[src/rtl/alu_pkg.sv]
// Purpose: shared opcodes, flag bit positions, FSM encoding and op classification for alu_mc.
// Latency: none; the package holds declarations only.
// Backpressure: not applicable.
// Macro ALU_MC_DIV_EN makes DIVU/REMU multi-cycle. Without it they are undefined opcodes.
package alu_pkg;

    localparam logic [3:0] OP_ADD  = 4'd0;
    localparam logic [3:0] OP_SUB  = 4'd1;
    localparam logic [3:0] OP_MUL  = 4'd2;
    localparam logic [3:0] OP_OR   = 4'd3;
    localparam logic [3:0] OP_XOR  = 4'd4;
    localparam logic [3:0] OP_SLT  = 4'd5;
    localparam logic [3:0] OP_SRA  = 4'd6;
    localparam logic [3:0] OP_SRL  = 4'd7;
    localparam logic [3:0] OP_AND  = 4'd8;
    localparam logic [3:0] OP_SLL  = 4'd9;
    localparam logic [3:0] OP_SLTU = 4'd10;
    localparam logic [3:0] OP_DIVU = 4'd11;
    localparam logic [3:0] OP_REMU = 4'd12;

    localparam int FLAG_EQ  = 5;
    localparam int FLAG_NE  = 4;
    localparam int FLAG_LT  = 3;
    localparam int FLAG_GE  = 2;
    localparam int FLAG_LTU = 1;
    localparam int FLAG_GEU = 0;

    localparam logic [1:0] ST_IDLE = 2'd0;
    localparam logic [1:0] ST_BUSY = 2'd1;
    localparam logic [1:0] ST_DONE = 2'd2;

    function automatic logic is_multicycle(input logic [3:0] op);
`ifdef ALU_MC_DIV_EN
        return (op == OP_MUL) || (op == OP_DIVU) || (op == OP_REMU);
`else
        return (op == OP_MUL);
`endif
    endfunction

endpackage

[src/rtl/alu_seq_mul.sv]
// Purpose: iterative shift-add multiplier that retires MUL_STEP multiplier bits per cycle.
// Latency: WIDTH/MUL_STEP cycles after the start cycle. done marks the cycle that retires the last bits.
// Backpressure: none. The caller must hold the result itself and must not restart the unit mid-run.
// Ports: clk, rst_n (async active-low); start, a, b load a new run.
//        done is high in the final step. product already includes the contribution of that step.
module alu_seq_mul #(
    parameter int WIDTH    = 32,
    parameter int MUL_STEP = 1
) (
    input  logic             clk,
    input  logic             rst_n,
    input  logic             start,
    input  logic [WIDTH-1:0] a,
    input  logic [WIDTH-1:0] b,
    output logic             done,
    output logic [WIDTH-1:0] product
);

    localparam int STEPS = WIDTH / MUL_STEP;
    localparam int CW    = $clog2(STEPS + 1);

    logic [WIDTH-1:0] mcand_q, mcand_d;
    logic [WIDTH-1:0] mplier_q, mplier_d;
    logic [WIDTH-1:0] acc_q, acc_d;
    logic [CW-1:0]    cnt_q, cnt_d;
    logic [WIDTH-1:0] partial;

    always_comb begin
        partial = '0;
        for (int i = 0; i < MUL_STEP; i++) begin
            if (mplier_q[i]) partial = partial + (mcand_q << i);
        end
        mcand_d  = mcand_q;
        mplier_d = mplier_q;
        acc_d    = acc_q;
        cnt_d    = cnt_q;
        if (start) begin
            mcand_d  = a;
            mplier_d = b;
            acc_d    = '0;
            cnt_d    = CW'(STEPS);
        end else if (cnt_q != '0) begin
            acc_d    = acc_q + partial;
            mcand_d  = mcand_q << MUL_STEP;
            mplier_d = mplier_q >> MUL_STEP;
            cnt_d    = cnt_q - CW'(1);
        end
    end

    always_ff @(posedge clk or negedge rst_n) begin
        if (!rst_n) begin
            mcand_q  <= '0;
            mplier_q <= '0;
            acc_q    <= '0;
            cnt_q    <= '0;
        end else begin
            mcand_q  <= mcand_d;
            mplier_q <= mplier_d;
            acc_q    <= acc_d;
            cnt_q    <= cnt_d;
        end
    end

    // The next-state accumulator is exposed so the parent can register the product on the done edge.
    assign done    = (cnt_q == CW'(1));
    assign product = acc_d;

endmodule

[src/rtl/alu_mc.sv]
// Purpose: multi-cycle execute ALU with a registered result and 6-bit branch flags.
// Latency: 1 cycle for single-cycle ops; WIDTH/MUL_STEP+1 for MUL; WIDTH+1 for DIVU/REMU.
// Backpressure: the result is held in DONE until out_ready. in_ready is combinational from out_ready only.
// Ports: in_valid/in_ready with src_a, src_b, alu_op; out_valid/out_ready with alu_result, flags, op_err.
// Macro ALU_MC_DIV_EN adds an inline restoring divider for DIVU/REMU.
module alu_mc
    import alu_pkg::*;
#(
    parameter int WIDTH    = 32,
    parameter int MUL_STEP = 1,
    parameter int SHW      = $clog2(WIDTH)
) (
    input  logic             clk,
    input  logic             rst_n,
    input  logic             in_valid,
    output logic             in_ready,
    input  logic [WIDTH-1:0] src_a,
    input  logic [WIDTH-1:0] src_b,
    input  logic [3:0]       alu_op,
    output logic             out_valid,
    input  logic             out_ready,
    output logic [WIDTH-1:0] alu_result,
    output logic [5:0]       flags,
    output logic             op_err
);

    localparam int            CW      = $clog2(WIDTH + 1);
    localparam logic [CW-1:0] MUL_CNT = CW'(WIDTH / MUL_STEP);

    logic [1:0]       state_q, state_d;
    logic [3:0]       op_q, op_d;
    logic [CW-1:0]    cnt_q, cnt_d;
    logic [WIDTH-1:0] result_q, result_d;
    logic [5:0]       flags_q, flags_d;
    logic             err_q, err_d;

    logic             accept;
    logic [SHW-1:0]   shamt;
    logic [WIDTH-1:0] sc_result;
    logic             sc_err;
    logic [5:0]       acc_flags;
    logic             mul_done;
    logic [WIDTH-1:0] mul_product;
    logic             busy_last;
    logic [WIDTH-1:0] busy_result;

    assign in_ready  = (state_q == ST_IDLE) || ((state_q == ST_DONE) && out_ready);
    assign accept    = in_valid && in_ready;
    assign out_valid = (state_q == ST_DONE);
    assign shamt     = src_b[SHW-1:0];

    alu_seq_mul #(.WIDTH(WIDTH), .MUL_STEP(MUL_STEP)) u_mul (
        .clk     (clk),
        .rst_n   (rst_n),
        .start   (accept && (alu_op == OP_MUL)),
        .a       (src_a),
        .b       (src_b),
        .done    (mul_done),
        .product (mul_product)
    );

    always_comb begin
        acc_flags           = '0;
        acc_flags[FLAG_EQ]  = (src_a == src_b);
        acc_flags[FLAG_NE]  = (src_a != src_b);
        acc_flags[FLAG_LT]  = ($signed(src_a) < $signed(src_b));
        acc_flags[FLAG_GE]  = !($signed(src_a) < $signed(src_b));
        acc_flags[FLAG_LTU] = (src_a < src_b);
        acc_flags[FLAG_GEU] = !(src_a < src_b);
    end

    always_comb begin
        sc_result = '0;
        sc_err    = 1'b0;
        case (alu_op)
            OP_ADD:  sc_result = src_a + src_b;
            OP_SUB:  sc_result = src_a - src_b;
            OP_OR:   sc_result = src_a | src_b;
            OP_XOR:  sc_result = src_a ^ src_b;
            OP_AND:  sc_result = src_a & src_b;
            OP_SLT:  sc_result = {{(WIDTH-1){1'b0}}, acc_flags[FLAG_LT]};
            OP_SLTU: sc_result = {{(WIDTH-1){1'b0}}, acc_flags[FLAG_LTU]};
            OP_SRA:  sc_result = $signed(src_a) >>> shamt;
            OP_SRL:  sc_result = src_a >> shamt;
            OP_SLL:  sc_result = src_a << shamt;
            OP_MUL:  sc_result = '0;
`ifdef ALU_MC_DIV_EN
            OP_DIVU, OP_REMU: sc_result = '0;
`endif
            default: sc_err = 1'b1;
        endcase
    end

`ifdef ALU_MC_DIV_EN
    // Restoring divider. quo starts as the dividend and shifts its bits into rem.
    // A zero divisor always passes the trial subtract, so the quotient is all ones
    // and the remainder is the dividend without any special case.
    logic [WIDTH-1:0] dvs_q, dvs_d;
    logic [WIDTH-1:0] quo_q, quo_d, quo_nx;
    logic [WIDTH-1:0] rem_q, rem_d, rem_nx;
    logic [WIDTH:0]   div_trial;

    always_comb begin
        div_trial = {rem_q, quo_q[WIDTH-1]} - {1'b0, dvs_q};
        if (!div_trial[WIDTH]) begin
            rem_nx = div_trial[WIDTH-1:0];
            quo_nx = {quo_q[WIDTH-2:0], 1'b1};
        end else begin
            rem_nx = {rem_q[WIDTH-2:0], quo_q[WIDTH-1]};
            quo_nx = {quo_q[WIDTH-2:0], 1'b0};
        end
        dvs_d = dvs_q;
        quo_d = quo_q;
        rem_d = rem_q;
        if (accept && is_multicycle(alu_op) && (alu_op != OP_MUL)) begin
            dvs_d = src_b;
            quo_d = src_a;
            rem_d = '0;
        end else if ((state_q == ST_BUSY) && (op_q != OP_MUL)) begin
            quo_d = quo_nx;
            rem_d = rem_nx;
        end
    end

    always_ff @(posedge clk or negedge rst_n) begin
        if (!rst_n) begin
            dvs_q <= '0;
            quo_q <= '0;
            rem_q <= '0;
        end else begin
            dvs_q <= dvs_d;
            quo_q <= quo_d;
            rem_q <= rem_d;
        end
    end

    assign busy_result = (op_q == OP_MUL)  ? mul_product :
                         (op_q == OP_DIVU) ? quo_nx : rem_nx;
`else
    assign busy_result = mul_product;
`endif

    assign busy_last = (op_q == OP_MUL) ? mul_done : (cnt_q == CW'(1));

    always_comb begin
        state_d  = state_q;
        op_d     = op_q;
        cnt_d    = cnt_q;
        result_d = result_q;
        flags_d  = flags_q;
        err_d    = err_q;
        case (state_q)
            ST_BUSY: begin
                cnt_d = cnt_q - CW'(1);
                if (busy_last) begin
                    state_d  = ST_DONE;
                    result_d = busy_result;
                end
            end
            default: begin
                if (accept) begin
                    op_d    = alu_op;
                    flags_d = acc_flags;
                    if (is_multicycle(alu_op)) begin
                        state_d = ST_BUSY;
                        err_d   = 1'b0;
`ifdef ALU_MC_DIV_EN
                        cnt_d   = (alu_op == OP_MUL) ? MUL_CNT : CW'(WIDTH);
`else
                        cnt_d   = MUL_CNT;
`endif
                    end else begin
                        state_d  = ST_DONE;
                        result_d = sc_result;
                        err_d    = sc_err;
                    end
                end else if ((state_q == ST_DONE) && out_ready) begin
                    state_d = ST_IDLE;
                end
            end
        endcase
    end

    always_ff @(posedge clk or negedge rst_n) begin
        if (!rst_n) begin
            state_q  <= ST_IDLE;
            op_q     <= '0;
            cnt_q    <= '0;
            result_q <= '0;
            flags_q  <= '0;
            err_q    <= 1'b0;
        end else begin
            state_q  <= state_d;
            op_q     <= op_d;
            cnt_q    <= cnt_d;
            result_q <= result_d;
            flags_q  <= flags_d;
            err_q    <= err_d;
        end
    end

    assign alu_result = result_q;
    assign flags      = flags_q;
    assign op_err     = err_q;

endmodule

[config.mk]
export PLATFORM = sky130hd
export DESIGN_NAME = alu_mc
export DESIGN_NICKNAME = d
export VERILOG_FILES = /design/src/rtl/alu_pkg.sv /design/src/rtl/alu_seq_mul.sv /design/src/rtl/alu_mc.sv
export SDC_FILE = /design/constraint.sdc
export NUM_CORES = 1
export LEC_CHECK = 0
export ABC_AREA = 1
export CORE_UTILIZATION = 55
export DETAILED_ROUTE_END_ITERATION = 7
export PLACE_DENSITY = 0.74
export SETUP_SLACK_MARGIN = 0.4
export SYNTH_ARGS = -nofsm -noshare
export SYNTH_HDL_FRONTEND = slang
export SYNTH_SLANG_ARGS = --single-unit
[constraint.sdc]
create_clock -name clk -period 3.8 [get_ports clk]
set_input_delay 0.38 -clock clk [delete_from_list [all_inputs] [get_ports clk]]
set_output_delay 0.38 -clock clk [all_outputs]
set_load 0.1 [all_outputs]
# Word level (Yosys, flattened, before mapping)
# Index checks and enable logic that the tools add are counted.
[classes]
n_eq_ne = 19
n_lt_le_gt_ge = 2
addsub = 5
reduce_logical = 18
n_shift = 3
muxes = 25
bitwise = 4
[op_table]
columns = ["op", "count"]
rows = [
  ["$mux 32", 11],
  ["$pmux 32 s10", 1],
  ["$add 32x32->32", 2],
  ["$lt 32x32->1", 2],
  ["$and 32x32->32", 1],
  ["$eq 32x32->1", 1],
  ["$ne 32x32->1", 1],
  ["$or 32x32->32", 1],
  ["$shl 32x5->32", 1],
  ["$shr 32x5->32", 1],
  ["$sshr 32x5->32", 1],
  ["$sub 32x32->32", 1],
  ["$xor 32x32->32", 1],
  ["$mux 6", 5],
  ["$eq 4x3->1 const B", 4],
  ["$eq 4x2->1 const B", 3],
  ["$eq 4x4->1 const B", 3],
  ["$eq 6x1->1 const B", 2],
  ["$sub 6x1->6 const B", 2],
  ["$mux 2", 5],
  ["$reduce_or 10->1", 1],
  ["$reduce_and 2->1", 3],
  ["$reduce_bool 2->1", 3],
  ["$reduce_bool 6->1", 1],
  ["other kinds (14)", 19],
]
[word_totals]
word_cells = 86
ff_bits = 153

# Logic depth before layout (Yosys ltp)
[logic_depth]
depth_word = 8
depth_mapped = 23
mapped_depth_nobuf = 21

# By module
# From an unflattened synthesis, not the netlist that was laid out.
[hier_totals]
hier_cells = 3318
area_unflattened_um2 = 19232.2
[modules_own_cells]
columns = ["mod", "seq_area_each_um2", "n_inst", "cells_per_inst", "area_per_inst_um2"]
rows = [
  ["alu_mc", 1276.2, 1, 2306, 12055.3],
  ["alu_seq_mul", 2552.4, 1, 1012, 7176.9],
]

# Least setup slack after synthesis
# No wires, ideal clock.
[synth_path]
path_type = "register -> register"
startpoint = "register u_mul.mplier_q[0]"
endpoint = "register result_q[24] (netlist: alu_result[24])"
required_ns = 3.680
arrival_time_ns = 2.560
stages_incl_launch_ff = 24
period_less_slack_ns = 2.680
path_buffers = 2
setup_slack_ns = 1.120
path_cell_list = "dfrtp_1 clkbuf_1 clkbuf_1 nand2_1 inv_1 ha_1 inv_1 fa_1 inv_1 nand3_1 nand2_1 nand3_1 nand2_1 nand2_1 nand2_1 nand2_1 nand2_1 nand2_1 nand2_1 nand2_1 nand3_1 nand2_1 nand2_1 nand2_1"
[synth_via]
elab_chain_len = 6
[synth_lines]
columns = ["element", "line_no", "text"]
rows = [
  ["start: declaration", "alu_seq_mul.sv:23", "logic [WIDTH-1:0] mplier_q, mplier_d;"],
  ["start signal: assignment", "alu_seq_mul.sv:58", "mplier_q <= mplier_d;"],
  ["$mux 32", "alu_seq_mul.sv:31", "if (mplier_q[i]) partial = partial + (mcand_q << i);"],
  ["$add 32x32->32", "alu_seq_mul.sv:43", "acc_d = acc_q + partial;"],
  ["$mux 32", "alu_seq_mul.sv:42", "end else if (cnt_q != '0) begin"],
  ["$mux 32", "alu_seq_mul.sv:37", "if (start) begin"],
  ["$mux 32", "alu_mc.sv:155", "if (busy_last) begin"],
  ["$mux 32", "alu_mc.sv:152", "case (state_q)"],
  ["end signal: assignment", "alu_mc.sv:196", "result_q <= result_d;"],
  ["end: declaration", "alu_mc.sv:33", "logic [WIDTH-1:0] result_q, result_d;"],
]
# Every way passes these cells. The select of a mux whose other input is x is not followed.
# A chain may end at the register's enable or synchronous reset.

# Worst setup path after layout
[layout_path]
startpoint = "register u_mul.mplier_q[0]"
endpoint = "register result_q[30] (netlist: alu_result[30])"
# Same word-level chain as after synthesis.

==> flow_summary.toml <==
[critical_path]
critPathMaxFanout = 5
count_of_buffer_and_inverter_cells_on_the_critical_path = 3
timing.setup.critical_path_class = "register to register"
worstSetupEndpointType = "register"
worst_path_largest_cell_delay_ns = 0.43
reg2reg_start = "u_mul.mplier_q[0]"
setup.worst_path.start = "u_mul.mplier_q[0]"
worst-endpoint-arrival_ns = 3.63
worst_r2r_endpoint = "alu_result[30]"
critical_path.startpoint_type = "register"
critPathSlowestCell = "fa_1"
timing.critical_path.max_delay_family = "simple AND/OR/NAND/NOR gates"
worst-path-stages = 20
regToRegSetupSlack_ns = 0.56
timing.critical_path.cells = "nand2_1, inv_1, ha_1, inv_1, fa_1, inv_1, nand3_1, nand2_1, nand2_1, nand2_1, nand3_1, nand2_1, nand3_1, nand2_1, nand2_1, nand3_1, nand3_2, nand2_1, nand2_1, nand2_1"
critPathMostFrequentCell = "nand2_1"
ff2ff_path_depth = 20
worst-endpoint-required_ns = 4.19

[die]
floorplan.io_pins = 113
die_w_um = 189
floorplan.initialDensity_pct = 55.9
floorplan.die.height_um = 189
die_area_sq_um = 35900
rows = 68
core_area_sq_um = 34500

[global_routing]
vias_in_the_first_global_route = 22800
grt_antenna_before_repair = 1
grt_start_max_net_pins = 94
grt_overflow = 0
grt_first_pass_wirelength_mm = 132
grt_util_all_layers_pct = 48.7

[finish]
layout_cells_sized_above_1_pct = 4.47
post-route-cell-area_sq_um = 21400
areaGrowthSynthToFinish_pct = 10.7
antennaDiodeCount = 0
final_net_count = 3639
fillCellCount = 3402

[drt]
via_per_inst = 6.27
detail-route-antenna-nets = 0
drtIter0Drc = 3242
total_via_count_after_detailed_routing = 24400
wirelength_mm = 88.5
drt_drc_violations_left = 13
wl_per_cell_um = 22.7
drt_pass1_iterations = 8

[logic_synthesis]
syn_area_per_cell_sq_um = 5.73
synth-main-ff-cell = "dfrtp_1"
synth_seq_cells = 153
post_synth_main_area_contributors = "nand2_1 (22%), dfrtp_1 (20%), nand3_1 (12%), ha_1 (8.7%), inv_1 (8.5%)"
netlist_instances = 3375
syn-num-nets = 3585
number_of_flops_mapped_to_enable_cells_by_yosys = 0
sequential_to_total_area_share_from_yosys_stat_pct = 19.8
yosysTopAreaCell = "nand2_1"
yosys.cell_types.count = 57
synth.top_cell.area_share_pct = 22.2
share_of_synthesized_registers_carrying_an_async_set_or_reset_pct = 100
synth.cell_area_sq_um = 19300
yosysWarnings = 0

[clocking]
holdBufCountCts = 0
htreeDepth = 4
path_clk_slew_ns = 0.08
cts-buffers-inserted = 17
cts_sinks = 153
cts_root_buffer = "clkbuf_16"
worstSkewPairLatency_ns = 0.45
ctsLongestPathBuffers = 2
cts_tree = "yes"

[timing]
worst_clock_skew_ns = 0.0208
finalMaxSlewViolations = 0
worst_slew_pin_slew_ns = 1.08
setup_total_negative_slack_ns = 0
setup_violations = 0
clock.fmax_mhz = 309
hold_violations = 0
grt_setup_unrepaired = "false"
period_minus_slack_ns = 3.24
final_period_utilization_pct = 85.2
maxSlewHeadroom_pct = 28.0

[power]
pwr-share-seq_pct = 28.1
power.net_switching_w = 0.00324
part_of_the_power_in_the_clock_network_pct = 26.8
power.density_nw_per_um2 = 328
power_leakage_nw = 11.7
combinationalPowerShare_pct = 45.1
worst_case_vdd_ir_drop_mv = 0.317
internal_power_w = 0.00378
power.share.switching_pct = 46.2

[place]
estimated_wirelength_of_the_detail_placed_design_mm = 69.1
placement.io_buffers = 112
placedInstanceArea_sq_um = 20800
gp_routability_congestion = 1.10

[status]
outcome = "finished with violations"
failed_checks = "DRC"

[worst_hold_path]
min_path_type = "input port to asynchronous set/reset pin"

[run]
cap_viol_max_count = 0
-- layer usage --
metal	up-vias	GRT usage (%)	wire length [um]
li1	11000	-	-
met1	11200	59.8	32000
met2	1827	75.2	38000
met3	423	12.9	11900
met4	2	31.3	6590
met5	-	0	9
-- power by group through the flow --
stage,Sequential (W),Combinational [W],Clock (W)
floorplan,0.00201,0.00203,0
detailed placement,0.00200,0.00301,0
finish,0.00197,0.00317,0.00188
CTS,0.00197,0.00303,0.00186
global placement,0.00198,0.00295,0
global route,0.00199,0.00342,0.00191
-- placed cells by master, fill, tap and decap left out, drive strengths merged, types with 5 or more instances in the layout --
cell / count
clkinv: 5
o221ai: 26
ha: 135
o211ai: 37
nor4: 5
nand2: 1153
buf: 70
clkdlybuf4s50: 107
and2: 29
a22oi: 16
nor3: 33
inv: 458
xor2: 7
nor2: 307
o22ai: 28
or2: 8
nand4: 31
clkbuf: 18
a21oi: 161
a211oi: 8
o21bai: 19
nand3b: 6
dfrtp: 153
o21ai: 129
a21boi: 5
nand3: 458
-- layout make-up --
| type | instances | area, sq um | share of cell area [%] |
|---|---|---|---|
| Clock buffer | 18 | 429 | 2.01 |
| Inverter | 452 | 1700 | 7.94 |
| Multi-Input combinational cell | 2628 | 13100 | 61.1 |
| Tap cell | 455 | 569 | 2.66 |
| Sequential cell | 153 | 3830 | 17.9 |
| Clock inverter | 14 | 184 | 0.859 |
| Timing Repair Buffer | 177 | 1610 | 7.50 |
-- metrics by stage --
stage / setup WS (ns) / power, W / cells / util [%] / hold slack, ns
2_1_floorplan: 1.12 / 0.00404 / 3375 / - / 0.0844
3_3_place_gp: 0.160 / 0.00493 / 3865 / 60.1 / 0.463
3_5_place_dp: 0.133 / 0.00501 / 3865 / 60.1 / 0.465
4_1_cts: 0.582 / 0.00685 / 3897 / 61.9 / 0.0730
5_1_grt: 0.419 / 0.00732 / 3897 / 62.0 / 0.0865
6_report: 0.561 / 0.00702 / 3897 / 62.0 / 0.0201
-- sequential cells by signal (all words and copies together) (netlist names) --
name and cells:
alu_result 32, cnt_q 6, flags 6, op_err 1, op_q 4, state_q 2, u_mul.acc_q 32, u_mul.cnt_q 6
u_mul.mcand_q 32, u_mul.mplier_q 32
-- worst reg2reg max path, cell delays in order (launching register included) --
cell and delay (ns):
dfrtp_1 0.36, nand2_1 0.18, inv_1 0.13, ha_1 0.25, inv_1 0.10, fa_1 0.43, inv_1 0.12, nand3_1 0.08
nand2_1 0.16, nand2_1 0.09, nand2_1 0.10, nand3_1 0.07, nand2_1 0.23, nand3_1 0.18, nand2_1 0.11, nand2_1 0.05
nand3_1 0.10, nand3_2 0.18, nand2_1 0.14, nand2_1 0.07, nand2_1 0.05
-- cells in the mapped netlist (8+ instances only) --
cell	count
o221ai_1	26
inv_2	14
buf_1	12
o211ai_1	37
nand3_1	456
dfrtp_1	153
o21ai_1	20
o22ai_1	28
buf_4	15
o21ai_0	108
nor2_2	9
buf_2	70
nand4_1	31
a22oi_1	16
nor3_1	32
nand2_1	1145
and2_1	29
a21oi_1	160
ha_1	135
inv_1	437
a211oi_1	8
clkbuf_1	37
nor2_1	292
o21bai_1	19
-- logic make-up (layout without fill, tap and decap cells) --
family,Yosys count,in the layout,share of synthesized area [%]
adders and majority gates,138,138,9.05
buffers and inverters,594,661,12.6
AOI/OAI and AO/OA,448,448,13.7
xor gates and xnor gates,10,10,0.453
and+or+nand+nor,2032,2032,44.4
DFF,153,153,19.8
-- how the worst max path moves through the flow --
stage | to | slack, ns
2_1_floorplan | alu_result[24] | 1.12
3_3_place_gp | alu_result[17] | 0.16
3_5_place_dp | alu_result[17] | 0.13
4_1_cts | alu_result[17] | 0.58
5_1_grt | alu_result[30] | 0.42
6_report | alu_result[30] | 0.56
-- what timing repair did --
| item | in CTS | in global routing |
|---|---|---|
| endpoints found under the setup margin | 0 | 3 |
| gates resized for setup | 0 | 3 |
| setup buffers | 0 | 0 |
Note: power is estimated with default switching activity, not from simulation.
